[src/rtl/imem_arbiter_pkg.sv]
// Shared definitions for the instruction-memory arbiter.
// Provides the word width, the default instruction-memory address width,
// the NOP returned on faulting fetches, and the lock-state and owner-tag enums.
package imem_arbiter_pkg;

    localparam int unsigned WORD_BITS               = 32;
    localparam int unsigned INSTRUCTION_MEMORY_BITS = 12;

    // addi x0, x0, 0
    localparam logic [WORD_BITS-1:0] NOP_INSTR = 32'h0000_0013;

    typedef enum logic [1:0] {
        LOCK_UNLOCKED,
        LOCK_DRAIN,
        LOCK_LOCKED
    } lock_state_e;

    // Who receives the response in the cycle after a grant.
    typedef enum logic [1:0] {
        OWNER_NONE,
        OWNER_FETCH,
        OWNER_FETCH_FAULT,
        OWNER_LOAD
    } owner_e;

endpackage

[src/rtl/imem_rr_arbiter.sv]
// Two-way round-robin choice between fetch and loader.
// Ports:
//   clock, reset          - clock and synchronous active-high reset
//   req_fetch, req_load   - eligible requests this cycle
//   gnt_fetch, gnt_load   - one-hot (or zero) grant, combinational
// On a tie the requester not granted most recently wins; after reset the
// loader counts as the last winner so fetch wins the first tie.
module imem_rr_arbiter (
    input  logic clock,
    input  logic reset,
    input  logic req_fetch,
    input  logic req_load,
    output logic gnt_fetch,
    output logic gnt_load
);

    logic last_load;

    always_comb begin
        gnt_fetch = req_fetch && (!req_load || last_load);
        gnt_load  = req_load && !gnt_fetch;
    end

    always_ff @(posedge clock) begin
        if (reset) begin
            last_load <= 1'b1;
        end else if (gnt_fetch) begin
            last_load <= 1'b0;
        end else if (gnt_load) begin
            last_load <= 1'b1;
        end
    end

endmodule

[src/rtl/imem_arbiter.sv]
// Instruction-memory arbiter between the fetch stage and the program loader.
// Ports:
//   clock, reset                           - clock, synchronous active-high reset
//   fetch_req/fetch_addr                   - fetch read request (byte address)
//   fetch_gnt/fetch_rvalid/fetch_rdata/fetch_fault - fetch grant and response
//   load_req/load_we/load_addr/load_wdata  - loader request
//   load_gnt/load_rvalid/load_rdata        - loader grant and read response
//   load_lock/lock_active                  - loader exclusive-ownership handshake
//   mem_en/mem_we/mem_addr/mem_wdata       - memory command (word address)
//   mem_rdata                              - memory read data, one cycle after mem_en
module imem_arbiter
    import imem_arbiter_pkg::*;
#(
    parameter int unsigned ADDR_BITS = INSTRUCTION_MEMORY_BITS
) (
    input  logic                   clock,
    input  logic                   reset,
    input  logic                   fetch_req,
    input  logic [WORD_BITS-1:0]   fetch_addr,
    output logic                   fetch_gnt,
    output logic                   fetch_rvalid,
    output logic [WORD_BITS-1:0]   fetch_rdata,
    output logic                   fetch_fault,
    input  logic                   load_req,
    input  logic                   load_we,
    input  logic [WORD_BITS-1:0]   load_addr,
    input  logic [WORD_BITS-1:0]   load_wdata,
    output logic                   load_gnt,
    output logic                   load_rvalid,
    output logic [WORD_BITS-1:0]   load_rdata,
    input  logic                   load_lock,
    output logic                   lock_active,
    output logic                   mem_en,
    output logic                   mem_we,
    output logic [ADDR_BITS-3:0]   mem_addr,
    output logic [WORD_BITS-1:0]   mem_wdata,
    input  logic [WORD_BITS-1:0]   mem_rdata
);

    lock_state_e          state_q, state_next;
    owner_e               owner_q, owner_next;
    logic [WORD_BITS-1:0] fetch_rdata_q, load_rdata_q;
    logic                 fetch_bad_addr;
    logic                 rr_fetch, rr_load;

    // Loader address low bits and out-of-range bits are deliberately dropped.
    logic unused_load_addr_bits;
    assign unused_load_addr_bits = ^{load_addr[1:0], load_addr[WORD_BITS-1:ADDR_BITS]};

    assign fetch_bad_addr = (fetch_addr[1:0] != 2'b00) || ((fetch_addr >> ADDR_BITS) != '0);

    // Reset gates requests so no grant or memory command escapes during reset.
    imem_rr_arbiter u_rr (
        .clock     (clock),
        .reset     (reset),
        .req_fetch (fetch_req && !reset && (state_q == LOCK_UNLOCKED)),
        .req_load  (load_req && !reset),
        .gnt_fetch (rr_fetch),
        .gnt_load  (rr_load)
    );

    always_ff @(posedge clock) begin
        if (reset) begin
            state_q       <= LOCK_UNLOCKED;
            owner_q       <= OWNER_NONE;
            fetch_rdata_q <= '0;
            load_rdata_q  <= '0;
        end else begin
            state_q <= state_next;
            owner_q <= owner_next;
            if (fetch_rvalid) begin
                fetch_rdata_q <= fetch_rdata;
            end
            if (load_rvalid) begin
                load_rdata_q <= load_rdata;
            end
        end
    end

    always_comb begin
        state_next = state_q;
        case (state_q)
            LOCK_UNLOCKED: if (load_lock)  state_next = LOCK_DRAIN;
            LOCK_DRAIN:    state_next = load_lock ? LOCK_LOCKED : LOCK_UNLOCKED;
            LOCK_LOCKED:   if (!load_lock) state_next = LOCK_UNLOCKED;
            default:       state_next = LOCK_UNLOCKED;
        endcase
    end

    always_comb begin
        fetch_gnt   = rr_fetch;
        load_gnt    = rr_load;
        lock_active = !reset && (state_q == LOCK_LOCKED);
        mem_en      = 1'b0;
        mem_we      = 1'b0;
        mem_addr    = '0;
        mem_wdata   = '0;
        owner_next  = OWNER_NONE;

        if (rr_fetch) begin
            if (fetch_bad_addr) begin
                owner_next = OWNER_FETCH_FAULT;
            end else begin
                mem_en     = 1'b1;
                mem_addr   = fetch_addr[ADDR_BITS-1:2];
                owner_next = OWNER_FETCH;
            end
        end else if (rr_load) begin
            mem_en     = 1'b1;
            mem_we     = load_we;
            mem_addr   = load_addr[ADDR_BITS-1:2];
            mem_wdata  = load_wdata;
            owner_next = load_we ? OWNER_NONE : OWNER_LOAD;
        end
    end

    // Response outputs: live memory data while valid, otherwise the held copy.
    always_comb begin
        fetch_rvalid = !reset && ((owner_q == OWNER_FETCH) || (owner_q == OWNER_FETCH_FAULT));
        fetch_fault  = !reset && (owner_q == OWNER_FETCH_FAULT);
        load_rvalid  = !reset && (owner_q == OWNER_LOAD);
        fetch_rdata  = fetch_rdata_q;
        load_rdata   = load_rdata_q;
        if (fetch_rvalid) begin
            fetch_rdata = fetch_fault ? NOP_INSTR : mem_rdata;
        end
        if (load_rvalid) begin
            load_rdata = mem_rdata;
        end
    end

endmodule

[config.mk]
export PLATFORM = sky130hd
export DESIGN_NAME = imem_arbiter
export DESIGN_NICKNAME = d
export VERILOG_FILES = /design/src/rtl/imem_arbiter_pkg.sv /design/src/rtl/imem_rr_arbiter.sv /design/src/rtl/imem_arbiter.sv
export SDC_FILE = /design/constraint.sdc
export NUM_CORES = 1
export LEC_CHECK = 0
export CORE_ASPECT_RATIO = 0.75
export CORE_UTILIZATION = 38
export CTS_BUF_LIST = sky130_fd_sc_hd__clkbuf_2
export DETAILED_ROUTE_END_ITERATION = 12
export HOLD_SLACK_MARGIN = 0.1
export PLACE_DENSITY = 0.95
export SETUP_SLACK_MARGIN = 0.3
export SYNTH_ARGS = -nofsm -noshare
export SYNTH_HDL_FRONTEND = slang
export SYNTH_SLANG_ARGS = --single-unit
[constraint.sdc]
create_clock -name clock -period 2.94 [get_ports clock]
set_clock_uncertainty 0.1 [all_clocks]
set_input_delay 0.588 -clock clock [delete_from_list [all_inputs] [get_ports clock]]
set_output_delay 0.588 -clock clock [all_outputs]
set_load 0.05 [all_outputs]
==> results_dict.tcl <==
set metrics [dict create \
    routed.top_layer "met4" \
    totalWireLength_mm 16.2 \
    synth_edf_count 0 \
    area_delta_synth_final_pct 118 \
    power_mw 2.79 \
    multi_input_area_sq_mm 0.00234 \
    syn_avg_cell_area_sq_um 8.67 \
    ios 248 \
    cts.path.max_buffers 2 \
    placed_area_sq_mm 0.00584 \
    drv_cap 0 \
    grt_pass1_vias 4268 \
    antenna_found_initial 0 \
    fill_cells 411 \
    fin_crit_sh_pct 96.8 \
    ctsHtreeMaxLevel 3 \
    place_hpwl_mm 9.77 \
    hold_buffers 0 \
    yosysSeqAreaShare_pct 40.4 \
    synth_cell_types 36 \
    drt_pass1_iterations 9 \
    synthFlopType "dfxtp_1" \
    dieArea_sq_mm 0.00938 \
    setup_ws_ps 93.0 \
    die_w_um 111 \
    async_reset_ff_share_pct 0 \
    synthCells 394 \
    grt_max_degree 46 \
    final_cell_area_sq_mm 0.00746 \
    finish.utilization_pct 86.7 \
    vias 4190 \
    grt_setup_unrepaired "true" \
    cts_tree "done" \
    first_iter_violations 272 \
    wl_met3_um 797 \
    p_leak_nw 3.61 \
    wl_met1_mm 5.76 \
    yosys_warnings 0 \
    grt_usage_pct 31.2 \
    path_clk_slew_ps 190 \
    finalHoldViolCount 0 \
    synth_area_sq_mm 0.00342 \
    run_status "complete, but fails checks" \
    worst_pin_slew_ps 381 \
    clock_latency_ps 480 \
    wl_per_cell_um 20.9 \
    drive_gt1_share_pct 45.3 \
    start_util_pct 39.7 \
    synthesis.nets 530 \
    route.met2.wl_mm 8.71 \
    pre_cts_ws_ps -263 \
    slew_violations 0 \
    path_class "in -> out" \
    setup_viol 0 \
    postRouteAntennaNets 0 \
    fmax_ghz 0.351 \
    viasPerCell 5.41 \
    crit_required_ps 2250 \
    p_per_area_mw_per_mm2 374 \
    nets 798 \
    yosys_register_bits 69 \
    start_kind "input port" \
    core_sq_mm 0.00860 \
    relSlewSlack_pct 74.6 \
    violations "DRC" \
    die_h_um 84.1 \
    path_max_fanout 6 \
    fp-row-count 29 \
    fin_crit_ps 2850 \
    regArea_sq_mm 0.00139 \
    holdCritPathClass "in -> reg" \
    fin_setup_tns_ps 0 \
    clockRootBuffer "clkbuf_2" \
    ir_drop_uv 238 \
    portBuffers 225 \
    gp_congestion 0.829 \
    overflow 0 \
    clock_sinks 69 \
    n_antenna_cell 0 \
    grt_pass1_wl_mm 22.3 \
    crit_path_end_kind "output port" \
    critPathArrivalTime_ps 2160 \
    drc_errors 7 \
    cts_buffers 9 \
]
==> cells in the final DEF, fill, tap and decap left out, types with 15 or more instances in the layout <==
master,netlist,layout
clkdlybuf4s50_1,0,86
buf_4,0,66
dfxtp_1,69,65
nand2_1,67,51
buf_6,1,45
buf_8,0,43
mux2_4,0,32
and2_1,32,32
a21oi_1,32,32
nand3b_1,29,29
and3_1,33,29
buf_12,0,23
nand2_2,0,15
==> worst max-delay path, cell delays in order <==
cell and delay, ps:
buf_2 110, or4_4 540, or2_4 330, o41ai_4 400
buf_12 190
==> per-layer routing <==
layer  global-route usage [%]  up-vias
li1                         -     1904
met1                     31.9     2027
met2                     59.1      199
met3                     6.10       60
met4                     18.9        0
met5                        0        -
==> sequential cells by signal, indices dropped and copies added, names as in the netlist <==
name and count:
load_rdata_q 32, owner_q 2, fetch_rdata_q 32, u_rr.last_load 1
state_q 2
==> Yosys cell counts (2+ instances only) <==
library cell   n  area [sq um]
ha_1           2          25.0
dfxtp_1       69          1380
and3_1        33           206
nor3b_1        2          15.0
inv_2          2          7.51
nor2b_1        3          18.8
and2_1        32           200
buf_2          9          45.0
nand3b_1      29           218
o41ai_2        8           130
o41ai_1        2          17.5
a21oi_1       32           160
nand3_1       11          55.1
mux2_2        32           360
nand2_1       67           251
inv_1         13          48.8
nor4_1         4          25.0
o21ai_0        4          20.0
clkbuf_1      23          86.3
==> report_power, final <==
part           internal (mW)  total, mW  switching, mW
registers              0.971      0.986         0.0152
logic                  0.518       1.14          0.619
clock network          0.286      0.666          0.379
==> repair_timing <==
action / 4_1_cts / 5_1_grt
setup buffers: 16 / 23
gates resized for setup: 248 / 58
pin swaps: 33 / 46
cloned: 7 / 8
endpoints found under the hold margin: 0 / 0
setup endpoints to repair: 80 / 83
==> stage by stage <==
| stage | std cells | hold WS, ps |
|---|---|---|
| after floorplan | 394 | 340 |
| after global placement | 705 | 346 |
| after detailed placement | 705 | 353 |
| after CTS | 744 | 330 |
| after global routing | 775 | 253 |
| final | 775 | 308 |
==> final timing paths <==
kind | startpoint | end | slack, ps | depth (start not counted)
worst max-delay path | fetch_addr[17] | mem_addr[9] | 90 | 5
worst min-delay path | load_req | u_rr.last_load | 310 | 3
worst max register to register | owner_q[0] | fetch_rdata_q[2] | 1090 | 9
worst min register to register | state_q[0] | state_q[0] | 380 | 1
==> cell type report <==
cell class	count	area share (%)
Clock buffer	9	0.604
Clock inverter	7	1.31
Inverter	15	0.923
Multi-Input combinational cell	277	31.3
Sequential cell	69	18.7
Tap cell	108	1.81
Timing Repair Buffer	290	45.3
==> kinds of logic after synthesis <==
group	share of synthesized area, %
AO/OA/AOI/OAI	11.0
XOR/XNOR	0.256
adder cells (fa/ha/maj)	0.732
buffers and inverters	5.93
flip-flops	40.4
multiplexers	10.5
AND/OR/NAND/NOR	31.1
Note: power is estimated with default switching activity, not from simulation.
